<file path="config.mk">
export PLATFORM = sky130hd
export DESIGN_NAME = stream_arbiter_rr
export DESIGN_NICKNAME = d
export VERILOG_FILES = /design/src/rtl/stream_arbiter_rr.sv
export SDC_FILE = /design/constraint.sdc
export NUM_CORES = 1
export LEC_CHECK = 0
export ABC_AREA = 1
export CORE_AREA = 2 2 132 134
export DETAILED_ROUTE_END_ITERATION = 16
export DIE_AREA = 0 0 134 136
export PLACE_DENSITY = 0.76
export SYNTH_ARGS = -nofsm -noshare
export SYNTH_HDL_FRONTEND = slang
export SYNTH_SLANG_ARGS = --single-unit
</file>
<file path="constraint.sdc">
create_clock -name clock -period 3.8 [get_ports clock]
set_clock_uncertainty 0.2 [all_clocks]
set_input_delay 0.38 -clock clock [delete_from_list [all_inputs] [get_ports clock]]
set_output_delay 0.38 -clock clock [all_outputs]
set_load 0.03 [all_outputs]
</file>
<file path="src/rtl/stream_arbiter_rr.sv">
// N-input valid/ready arbiter for dcache request streams, with fixed-priority
// or round-robin selection, multi-beat burst locking and a registered output stage.
module stream_arbiter_rr #(
  parameter  int N  = 4,
  parameter  int W  = 64,
  parameter  int RR = 1,
  localparam int CW = (N > 1) ? $clog2(N) : 1
) (
  input  logic           clock,
  input  logic           reset,
  input  logic [N-1:0]   io_in_valid,
  output logic [N-1:0]   io_in_ready,
  input  logic [N-1:0]   io_in_last,
  input  logic [N*W-1:0] io_in_bits,
  output logic           io_out_valid,
  input  logic           io_out_ready,
  output logic [W-1:0]   io_out_bits,
  output logic           io_out_last,
  output logic [CW-1:0]  io_out_chosen,
  output logic           io_locked
);

  logic          load;
  logic [N-1:0]  grant;
  logic [CW-1:0] grant_idx;
  logic          any_grant;
  logic          found;
  logic [CW:0]   cand_wide;
  logic [CW-1:0] cand;
  logic          win_last;
  logic [W-1:0]  win_bits;

  logic          lock_q;
  logic [CW-1:0] lock_idx_q;
  logic [CW-1:0] ptr_q;

  assign load = io_out_ready | ~io_out_valid;

  // A held lock restricts eligibility to the burst owner; otherwise scan by policy.
  always_comb begin
    grant     = '0;
    grant_idx = '0;
    found     = 1'b0;
    cand_wide = '0;
    cand      = '0;
    if (lock_q) begin
      if (io_in_valid[lock_idx_q]) begin
        grant[lock_idx_q] = 1'b1;
        grant_idx         = lock_idx_q;
      end
    end else if (RR == 0) begin
      for (int i = 0; i < N; i++) begin
        if (!found && io_in_valid[i]) begin
          found     = 1'b1;
          grant[i]  = 1'b1;
          grant_idx = CW'(i);
        end
      end
    end else begin
      for (int k = 0; k < N; k++) begin
        cand_wide = {1'b0, ptr_q} + (CW+1)'(1) + (CW+1)'(k);
        if (cand_wide >= (CW+1)'(N))
          cand_wide = cand_wide - (CW+1)'(N);
        cand = cand_wide[CW-1:0];
        if (!found && io_in_valid[cand]) begin
          found       = 1'b1;
          grant[cand] = 1'b1;
          grant_idx   = cand;
        end
      end
    end
  end

  assign any_grant = |grant;
  assign win_last  = io_in_last[grant_idx];
  assign win_bits  = io_in_bits[grant_idx*W +: W];

  // Reset is folded in so no source sees an accept while state is being cleared.
  assign io_in_ready = (load && !reset) ? grant : '0;

  always_ff @(posedge clock) begin
    if (reset) begin
      io_out_valid  <= 1'b0;
      io_out_bits   <= '0;
      io_out_last   <= 1'b0;
      io_out_chosen <= '0;
    end else if (load) begin
      io_out_valid <= any_grant;
      if (any_grant) begin
        io_out_bits   <= win_bits;
        io_out_last   <= win_last;
        io_out_chosen <= grant_idx;
      end
    end
  end

  // Lock and pointer both move only on an actual transfer; the pointer
  // advances only when a request finishes, so bursts never rotate priority.
  always_ff @(posedge clock) begin
    if (reset) begin
      lock_q     <= 1'b0;
      lock_idx_q <= '0;
      ptr_q      <= CW'(N - 1);
    end else if (load && any_grant) begin
      if (win_last) begin
        lock_q <= 1'b0;
        if (RR != 0)
          ptr_q <= grant_idx;
      end else begin
        lock_q     <= 1'b1;
        lock_idx_q <= grant_idx;
      end
    end
  end

  assign io_locked = lock_q;

endmodule

</file>
Word level (Yosys, flattened, before mapping)
Index checks and enable logic that the tools add are counted.
{ "op_classes": {"addsub": 8, "magnitude_cmp": 15, "n_shift": 1, "muxes": 53, "n_bitwise": 6, "reduce_logical": 18} }
{ "op_table": {"columns": ["operator", "count"], "rows": [
  ["$shiftx A256 B9 Y64", 1],
  ["$mux W4", 10],
  ["$mux W2", 14],
  ["$lt A2 B3 Y1 const B", 6],
  ["$mux W1", 18],
  ["$bmux W1 S2", 6],
  ["$ge A3 B3 Y1 const B", 4],
  ["$or A4 B4 Y4", 3],
  ["$demux W1 S2", 5],
  ["$ge A2 B1 Y1 const B", 5],
  ["$logic_and A1 B1 Y1", 10],
  ["$sub A2 B1 Y2 const B", 4],
  ["$add A3 B2 Y3 const B", 2],
  ["$reduce_and A2 Y1", 3],
  ["$logic_not A1 Y1", 4],
  ["$reduce_or A4 Y1", 1],
  ["$add A2 B1 Y3 const B", 1],
  ["$add A3 B1 Y3 const B", 1],
  ["$not A1 Y1", 2],
  ["$or A1 B1 Y1", 1]
]} }
{ "totals": {"reg_bits": 73, "input_bits": 267} }

Logic depth before layout (Yosys ltp)
Gate-level depths: netlist (run 1).
{ "depth": {"depth_word": 24, "mapped_depth": 21, "depth_no_buf": 18} }

Least setup slack after synthesis (run 1)
OpenSTA, ideal clock, no wires.
{ "synth_path": {"kind": "reg2out", "start": "register ptr_q[0]", "end": "output port io_in_ready[1]", "arrival_ns": 2.043, "setup_slack_ns": 1.177, "path_stages_with_launch": 14, "n_path_buf": 1, "path_cell_list": "dfxtp_1 buf_6 inv_4 ha_1 inv_1 nand2_2 nand2_4 nor2_8 nand2_1 nor2_1 nor2_1 a21boi_2 inv_1 nor2_1"} }
{ "synth_between": {"elab_chain_cells": 21, "word_cells_on_any_way": 72, "cone_classes": "8 x add/sub; 12 x order compare; 39 x mux; 3 x bitwise; 10 x reduce/logical"} }
{ "synth_lines": {"columns": ["item", "line_no", "source"], "rows": [
  ["from (decl)", "35", "logic [CW-1:0] ptr_q;"],
  ["from (signal assigned)", "103", "ptr_q <= CW'(N - 1);"],
  ["from (signal assigned)", "108", "ptr_q <= grant_idx;"],
  ["$add A2 B1 Y3 (*)", "61", "cand_wide = {1'b0, ptr_q} + (CW+1)'(1) + (CW+1)'(k);"],
  ["parallel branches: the longest is 17 deep, another holds $add A3 B1 Y3", null, null],
  ["$mux W4 (*)", "65", "if (!found && io_in_valid[cand]) begin"],
  ["$mux W4 (*)", "46", "if (lock_q) begin"],
  ["$mux W4 (*)", "79", "assign io_in_ready = (load && !reset) ? grant : '0;"],
  ["to (decl)", "12", "output logic [N-1:0] io_in_ready,"]
]} }
Every way passes the cells marked *. The select of a mux whose other input is x is not followed.

Worst setup path after layout (run 1)
{ "layout_path": {"start": "register ptr_q[0]", "end": "output port io_in_ready[0]"} }
Same word-level chain as after synthesis.

==> results.toml, run 1 <==
[critical_path]
cp-end-kind = "output port"
reg2reg_from = "ptr_q[0]"
arrival_ps = 2810
worstSetupPathType = "register to output port"
rr_worst_depth = 18
regToRegSetupSlack_ps = 770
path_max_fanout = 10
timing.critical_path.from = "ptr_q[0]"
required_ps = 3220
startpoint_type = "register"
r2r-end = "io_out_bits[21]"

[synthesis]
synth_fp_nets = 1219
syn_inst = 946
yosys.area.top_type = "dfxtp_1"
yosys-top-cells-area = "dfxtp_1 (27%), nor2_1 (22%), o21ai_0 (16%)"
syn_area_um2 = 5379
synth-async-reset-ratio = 0
synth_ff_type = "dfxtp_1"
synth_warnings = 0
yosysUniqueCellTypes = 30
synth.ff_latch_count = 73
synth_enable_flop_cells = 0
seq_area_frac_synth = 0.2717
yosys.area.top_type_share = 0.2717
syn-mean-instance-area_um2 = 5.686
synth_common_cells = "nor2_1 (317), o21ai_0 (170), nand2_1 (119)"
synthMostInstantiatedCell = "nor2_1"

[min_path]
hold-path-cell-count = 2
holdCritPathClass = "register to register"
worstHoldStart = "io_out_chosen[1]"
whs_endpoint = "io_out_chosen[1]"

[clocking]
insertion_delay_ps = 330
hold_buffers = 0
numCtsBuffers = 9
cts.reportedPaths.clkPinSlew_ps = 60
cts_root_buf = "clkbuf_16"
cts_tree = "done"
ctsLongestPathBuffers = 2
cts_resized = 0
postCtsSetupBuffers = 0
htreeDepth = 3
clock-sinks = 73

[routing]
vias = 6978
dr.pass1.iters = 5
drc_errors = 0
first_iter_violations = 353
antenna_left = 0
wirelength_um = 21270
avgViaCountPerCell = 4.728
wl_per_cell_um = 14.41

[final_layout]
final_area_um2 = 9178
nNetsFinal = 1520
fill_cells = 1675
diodes = 0
stdcell_count = 1476
syn2layout_area_growth_pct = 70.62
fin_util = 0.5438
drive_gt1_frac = 0.04396

[sta]
final-hold-violation-count = 0
finalSetupViolations = 0
holdWs_ps = 275.3
worstMarginPinSlew_ps = 650.1
clock.fmax_mhz = 294.6
slew_headroom = 0.5666
min_period_over_period = 0.8934
fin_setup_tns_ps = 0
slew_violations = 0
period_needed_ps = 3395
rsz0062_at_grt = "no"

[placed_design]
routabilityCongestion = 0.8506
dp_hpwl_um = 15810
dpl_cell_area_um2 = 8859
dp_cells = 1461
port_buffers = 339

[global_route]
antenna_found_initial = 0
grt_pass1_wl_um = 33100
first_global_vias = 6451
grt_remaining_overflow = 0
grt_max_degree = 91
grt_use_total = 0.2280

[floorplan]
pin_count = 340
dieWidth_um = 134
die_h_um = 136
row_count = 48
start_util = 0.3187
core_area_um2 = 16880
die-area_um2 = 18220

[run]
cap_violations = 0

[outcome]
outcome = "completed"

[pwr]
total_leakage_power_nw = 3.936
p_per_area_nw_per_um2 = 1043
peakVddDrop_mv = 0.7531
[how the worst max path moves through the flow]
| stage | to | cells past startpoint |
|---|---|---|
| final | io_in_ready[0] | 12 |
| after CTS | io_in_ready[1] | 13 |
| after floorplan | io_in_ready[1] | 13 |
| after global routing | io_in_ready[3] | 12 |
| after global placement | io_in_ready[1] | 14 |
| after detailed placement | io_in_ready[1] | 14 |
[area by class of cell]
cell class | count | area, um^2 | area share
Tap cell | 225 | 281.5 | 0.03067
Clock buffer | 11 | 242.7 | 0.02645
Timing Repair Buffer | 353 | 3536 | 0.3853
Inverter | 66 | 250.2 | 0.02727
Sequential cell | 73 | 1461 | 0.1592
Clock inverter | 4 | 76.32 | 0.008316
Multi-Input combinational cell | 744 | 3329 | 0.3628
[sequential cells by signal, indices dropped and copies added, names as in the netlist]
name           cells
io_out_valid       1
io_out_bits       64
lock_idx_q         2
io_locked          1
ptr_q              2
io_out_chosen      2
io_out_last        1
[cells by family after synthesis]
logic type / after synthesis / share of synthesized area
buffers and inverters: 129 / 0.1103
AOI/OAI and AO/OA: 252 / 0.2391
DFF: 73 / 0.2717
and+or+nand+nor: 486 / 0.3650
adders and majority gates: 6 / 0.01396
[critical path, stage by stage (launching register included)]
cell             delay (ps)
dfxtp_1                 330
buf_4                   180
ha_1                    260
nor2_1                  170
inv_1                   100
nand3_1                  90
nand2_1                 100
inv_1                   130
nand4_1                 110
nand3_1                 110
nand2_1                  80
a21oi_1                 150
clkdlybuf4s50_1         680
[layout by cell type, fill, tap and decap left out, types with 2 or more instances in the layout]
| cell | Yosys | routed |
|---|---|---|
| a21oi_1 | 31 | 31 |
| buf_12 | 0 | 3 |
| buf_4 | 6 | 11 |
| bufinv_16 | 0 | 2 |
| clkbuf_16 | 0 | 9 |
| clkdlybuf4s50_1 | 0 | 339 |
| dfxtp_1 | 73 | 73 |
| ha_1 | 6 | 6 |
| inv_1 | 63 | 62 |
| inv_2 | 2 | 3 |
| nand2_1 | 119 | 117 |
| nand2_2 | 7 | 9 |
| nand2_4 | 3 | 3 |
| nand3_1 | 26 | 26 |
| nand3_2 | 3 | 3 |
| nand4_1 | 5 | 5 |
| nor2_1 | 317 | 317 |
| nor2_2 | 3 | 3 |
| o21ai_0 | 170 | 170 |
| o21ai_1 | 46 | 46 |
[metrics by stage]
| step | total power [W] | setup WS (ps) |
|---|---|---|
| finish | 0.009570 | 405.1 |
| global route | 0.01059 | 128.5 |
| CTS | 0.009636 | 395.9 |
| detailed placement | 0.008680 | 658.0 |
| global placement | 0.008597 | 639.9 |
| floorplan | 0.006655 | 1177 |
[where the power goes]
| part | total (W) | leakage, nW | internal (W) | switching, W |
|---|---|---|---|---|
| clock | 0.000918 | 0.152 | 0.000592 | 0.000326 |
| combinational | 0.00737 | 3.18 | 0.00256 | 0.00481 |
| sequential | 0.00128 | 0.607 | 0.00112 | 0.000165 |
| total | 0.00957 | 3.94 | 0.00427 | 0.00530 |
[per-layer routing]
layer | up-vias | share of wire | wire length, um | GRT usage
met5 | - | 0 | 0 | 0
met2 | 253 | 0.48 | 10230 | 0.3815
li1 | 3629 | - | - | -
met4 | 0 | 0.031 | 651 | 0.08924
met3 | 41 | 0.070 | 1482 | 0.06189
met1 | 3055 | 0.42 | 8909 | 0.2787
(Power assumes the default switching activity.)
==> inputs of run 2 (changes only) <==
Settings changed: SETUP_SLACK_MARGIN set to 0.5.
==> results.toml, run 2 (synthesis results as in run 1) <==
[final_layout]
layout_common_cells = "clkdlybuf4s50_1 (335), nor2_1 (317), o21ai_0 (170), nand2_1 (117), dfxtp_1 (73)"
largest_reg_flops = 64
seq_area_um2 = 1461
stdcell_count = 1476
diodes = 0
syn2layout_area_growth_pct = 70.48
layout_commonest_cell = "clkdlybuf4s50_1"
fill_cells = 1676
nNetsFinal = 1520
final_area_um2 = 9170
largest_register = "io_out_bits"
multi_input_area_um2 = 3329
drive_gt1_frac = 0.04556

[critical_path]
crit_path_frequent_cell = "inv_1"
worstSetupPathType = "register to output port"
path_cells = "inv_1 -> ha_1 -> inv_1 -> nand2_2 -> nand2_4 -> nor2_2 -> nand2_1 -> nand2_1 -> nor2_1 -> a21boi_2 -> inv_1 -> nor2_1 -> dlygate4sd2_1"
arrival_ps = 2530
required_ps = 3220
slowest_stage = "dfxtp_1"
reg2reg_from = "ptr_q[1]"
r2r-end = "ptr_q[1]"
regToRegSetupSlack_ps = 850
rr_worst_depth = 17
path_max_fanout = 6
critPathMaxStageDelay_ps = 400
cp-end-kind = "output port"
startpoint_type = "register"

[sta]
fin_setup_tns_ps = 0
slew_violations = 0
slew_headroom = 0.5649
min_period_over_period = 0.8174
final-hold-violation-count = 0
clock.fmax_mhz = 321.9
finalSetupViolations = 0
worstMarginPinSlew_ps = 652.7
period_needed_ps = 3106
rsz0062_at_grt = "no"

[placed_design]
routabilityCongestion = 0.8506
dp_cells = 1461
port_buffers = 339
dp_hpwl_um = 15810
dpl_cell_area_um2 = 8859

[outcome]
outcome = "completed"

[global_route]
grt_max_degree = 91
first_global_vias = 6451
antenna_found_initial = 0
grt_pass1_wl_um = 33100
grt_remaining_overflow = 0
grt_use_total = 0.2280

[floorplan]
start_util = 0.3187
dieWidth_um = 134
die-area_um2 = 18220
row_count = 48
core_area_um2 = 16880
pin_count = 340
die_h_um = 136

[routing]
first_iter_violations = 354
dr.pass1.iters = 5
vias = 6973
wl_per_cell_um = 14.41
antenna_left = 0
avgViaCountPerCell = 4.724
wirelength_um = 21270
drc_errors = 0

[clocking]
cts_root_buf = "clkbuf_16"
insertion_delay_ps = 330
cts.reportedPaths.clkPinSlew_ps = 60
ctsLongestPathBuffers = 2
clock-sinks = 73
numCtsBuffers = 9
htreeDepth = 3
cts_tree = "done"

[pwr]
total_power_w = 0.009564
p_per_area_nw_per_um2 = 1043
peakVddDrop_mv = 0.7556
total_leakage_power_nw = 3.945

[min_path]
whs_endpoint = "io_out_chosen[1]"
worstHoldStart = "io_out_chosen[1]"
hold-path-cell-count = 2
holdCritPathClass = "register to register"

[run]
cap_violations = 0
-- run 2: cell type report --
type,count,area share
repair buffers,353,0.3848
multi-input cells,744,0.3631
flip-flops and latches,73,0.1594
well taps,225,0.03070
inverters,66,0.02729
clock buffers,11,0.02647
clock inverters,4,0.008323
-- run 2: metal layers --
layer / up-vias / share of wire / track usage
li1: 3626 / - / -
met1: 3047 / 0.42 / 0.2787
met2: 259 / 0.48 / 0.3815
met3: 41 / 0.072 / 0.06189
met4: 0 / 0.031 / 0.08924
met5: - / 0 / 0
-- run 2: worst max path at each step --
stage	cells past startpoint	slack [ps]	from	endpoint
after global placement	14	640	io_in_valid[2]	io_in_ready[1]
after CTS	13	670	ptr_q[1]	io_in_ready[1]
after global routing	18	510	ptr_q[0]	io_out_bits[51]
final	13	690	ptr_q[1]	io_in_ready[1]
after floorplan	13	1180	ptr_q[0]	io_in_ready[1]
after detailed placement	14	660	io_in_valid[2]	io_in_ready[1]
-- run 2: metrics by stage --
step	util	hold slack, ps	worst slack, ps
finish	0.5434	272.1	693.7
CTS	0.5435	270.0	674.6
detailed placement	0.5249	260.4	658.0
global placement	0.5249	253.9	639.9
global route	0.5434	307.7	510.1
floorplan	-	234.3	1177
-- run 2: power breakdown --
| part | internal [W] | switching [W] |
|---|---|---|
| registers | 0.00112 | 0.000166 |
| logic | 0.00255 | 0.00481 |
| clock network | 0.000592 | 0.000327 |
-- run 2: worst max-delay path: cells and delay by family (launching register included) --
kind | cells | cell delay [ps]
AO/OA/AOI/OAI | 1 | 150
adder cells (fa/ha/maj) | 1 | 350
flip-flops | 1 | 400
AND/OR/NAND/NOR | 7 | 660
buffers and inverters | 4 | 650
-- run 2: repair_timing --
action                                  in CTS  in global routing
buffers inserted                             0                  0
endpoints found under the setup margin       4                  6
hold buffers                                 0                  0
resized for setup                            4                  6
==> inputs of run 3 (changes only) <==
Settings changed: CORE_AREA 2 2 132 134 to 2 2 133 135, DIE_AREA 0 0 134 136 to 0 0 135 137, PLACE_DENSITY 0.76 to 0.78.
Clock period 3.8 ns to 2.6 ns, I/O delays scaled along.
==> results.toml, run 3 (synthesis results as in run 1) <==
[outcome]
outcome = "finished with violations"
violations = "setup timing"

[floorplan]
dieWidth_um = 135
die-area_um2 = 18500
core_area_um2 = 17060
pin_count = 340
start_util = 0.3154
die_h_um = 137
row_count = 48

[clocking]
cts_tree = "done"
ctsLongestPathBuffers = 2
hold_buffers = 0
cts.reportedPaths.clkPinSlew_ps = 60
clock-sinks = 73
insertion_delay_ps = 340
htreeDepth = 3
cts_root_buf = "clkbuf_16"
numCtsBuffers = 9

[sta]
clock.fmax_mhz = 367.5
final-hold-violation-count = 0
worstMarginPinSlew_ps = 572.0
min_period_over_period = 1.047
slew_violations = 0
finalSetupViolations = 73
setup_ws_ps = -121.4
rsz0062_at_grt = "yes"
fin_setup_tns_ps = -3914
holdWs_ps = 270.2
slew_headroom = 0.6187
period_needed_ps = 2721

[critical_path]
cp-end-kind = "register"
path_max_fanout = 9
startpoint_type = "register"
required_ps = 2630
slowest_stage = "dfxtp_4"
path_cells = "inv_6 -> ha_4 -> inv_4 -> nand2_4 -> nand2_8 -> inv_4 -> nand3_2 -> nor2_4 -> nand2_1 -> a21boi_2 -> buf_4 -> nor2_4 -> a21oi_4 -> buf_12 -> buf_16 -> nand3_1 -> nand2_1 -> nor2_1"
cpLargestDelayFamily = "simple AND/OR/NAND/NOR gates"
arrival_ps = 2750
worstSetupPathType = "register to register"
crit_buf_inv = 6
critPathMaxStageDelay_ps = 400

[final_layout]
nNetsFinal = 1596
stdcell_count = 1553
layout_common_cells = "clkdlybuf4s50_1 (335), nor2_1 (300), nand2_1 (107), o21ai_1 (97), o21ai_0 (80)"
fill_cells = 1537
final_area_um2 = 10680
multi_input_area_um2 = 3767
largest_register = "io_out_bits"
layout_commonest_cell = "clkdlybuf4s50_1"
largest_reg_flops = 64
drive_gt1_frac = 0.1665
syn2layout_area_growth_pct = 98.63
seq_area_um2 = 1466

[global_route]
antenna_found_initial = 1
grt_use_total = 0.2399
grt_max_degree = 36
first_global_vias = 7112
grt_remaining_overflow = 0
grt_pass1_wl_um = 35050

[pwr]
total_power_w = 0.01949
seqPwrFrac = 0.100
peakVddDrop_mv = 1.303
p_sw_frac = 0.5092
intPower_w = 0.009565
p_per_area_nw_per_um2 = 1824
p_sw_w = 0.009925
total_leakage_power_nw = 4.564
p_clk_frac = 0.061
p_comb_frac = 0.839

[routing]
vias = 7524
drc_errors = 0
dr.pass1.iters = 4
dr_wl_met3_um = 1468
dr.max_layer_used = "met4"
wirelength_um = 25490
antenna_left = 0
first_iter_violations = 383
avgViaCountPerCell = 4.845
met2_length_um = 12510
wl_per_cell_um = 16.41
met1Wirelength_um = 10750

[placed_design]
port_buffers = 339
dp_hpwl_um = 17170
routabilityCongestion = 0.9196
dpl_cell_area_um2 = 9424
dp_cells = 1504

[run]
cap_violations = 0

[min_path]
holdCritPathClass = "register to register"
run 3: cell count changes in the layout (fill, tap and decap cells not counted), sizes merged, moves of 2 or more:
cell / previous run / this run
buf: 14 / 83
clkbuf: 13 / 21
bufinv: 2 / 0
clkinv: 0 / 2
inv: 67 / 65
run 3: what timing repair did:
item                       4_1_cts  5_1_grt
resized for setup               31      140
setup endpoints to repair       77       77
cloned                           4       14
buffers inserted                 3       12
pin swaps                        7       24
run 3: power by group through the flow:
stage                     combinational, W  clock [W]  sequential, W
after floorplan                    0.00766          0        0.00268
after global placement              0.0124          0        0.00187
after detailed placement            0.0125          0        0.00188
after CTS                           0.0133    0.00121        0.00188
after global routing                0.0177    0.00126        0.00200
final                               0.0164    0.00118        0.00195
run 3: metal layers:
metal	vias up	track usage
met3	51	0.05963
met5	-	0
met2	252	0.4182
met1	3419	0.2820
met4	0	0.09722
li1	3802	-
run 3: tightest hold or removal path, delay by kind of cell, from the launching register on:
| family | cells | cell delay, ps |
|---|---|---|
| flops | 1 | 310 |
| simple gates | 1 | 60 |
| compound gates | 1 | 50 |
run 3: layout make-up:
cell class | instances | area share
well taps | 225 | 0.02635
repair buffers | 427 | 0.4318
diodes | 1 | 0.0002342
clock buffers | 13 | 0.02530
clock inverters | 2 | 0.001171
multi-input cells | 746 | 0.3526
inverters | 66 | 0.02530
flip-flops and latches | 73 | 0.1373
run 3: worst paths after layout:
path / from / end / slack [ps] / cells after the start
hold reg to reg: io_out_chosen[1] / io_out_chosen[1] / 270 / 2
setup reg to reg: ptr_q[0] / lock_idx_q[0] / -120 / 18
hold / removal: io_out_chosen[1] / io_out_chosen[1] / 270 / 2
setup / recovery: ptr_q[0] / lock_idx_q[0] / -120 / 18
run 3: through the flow:
step,utilization,worst slack [ps]
3_5_place_dp,0.5525,-268.2
6_report,0.6264,-121.4
5_1_grt,0.6264,-227.5
4_1_cts,0.5824,-67.25
2_1_floorplan,-,200.1
3_3_place_gp,0.5525,-243.3
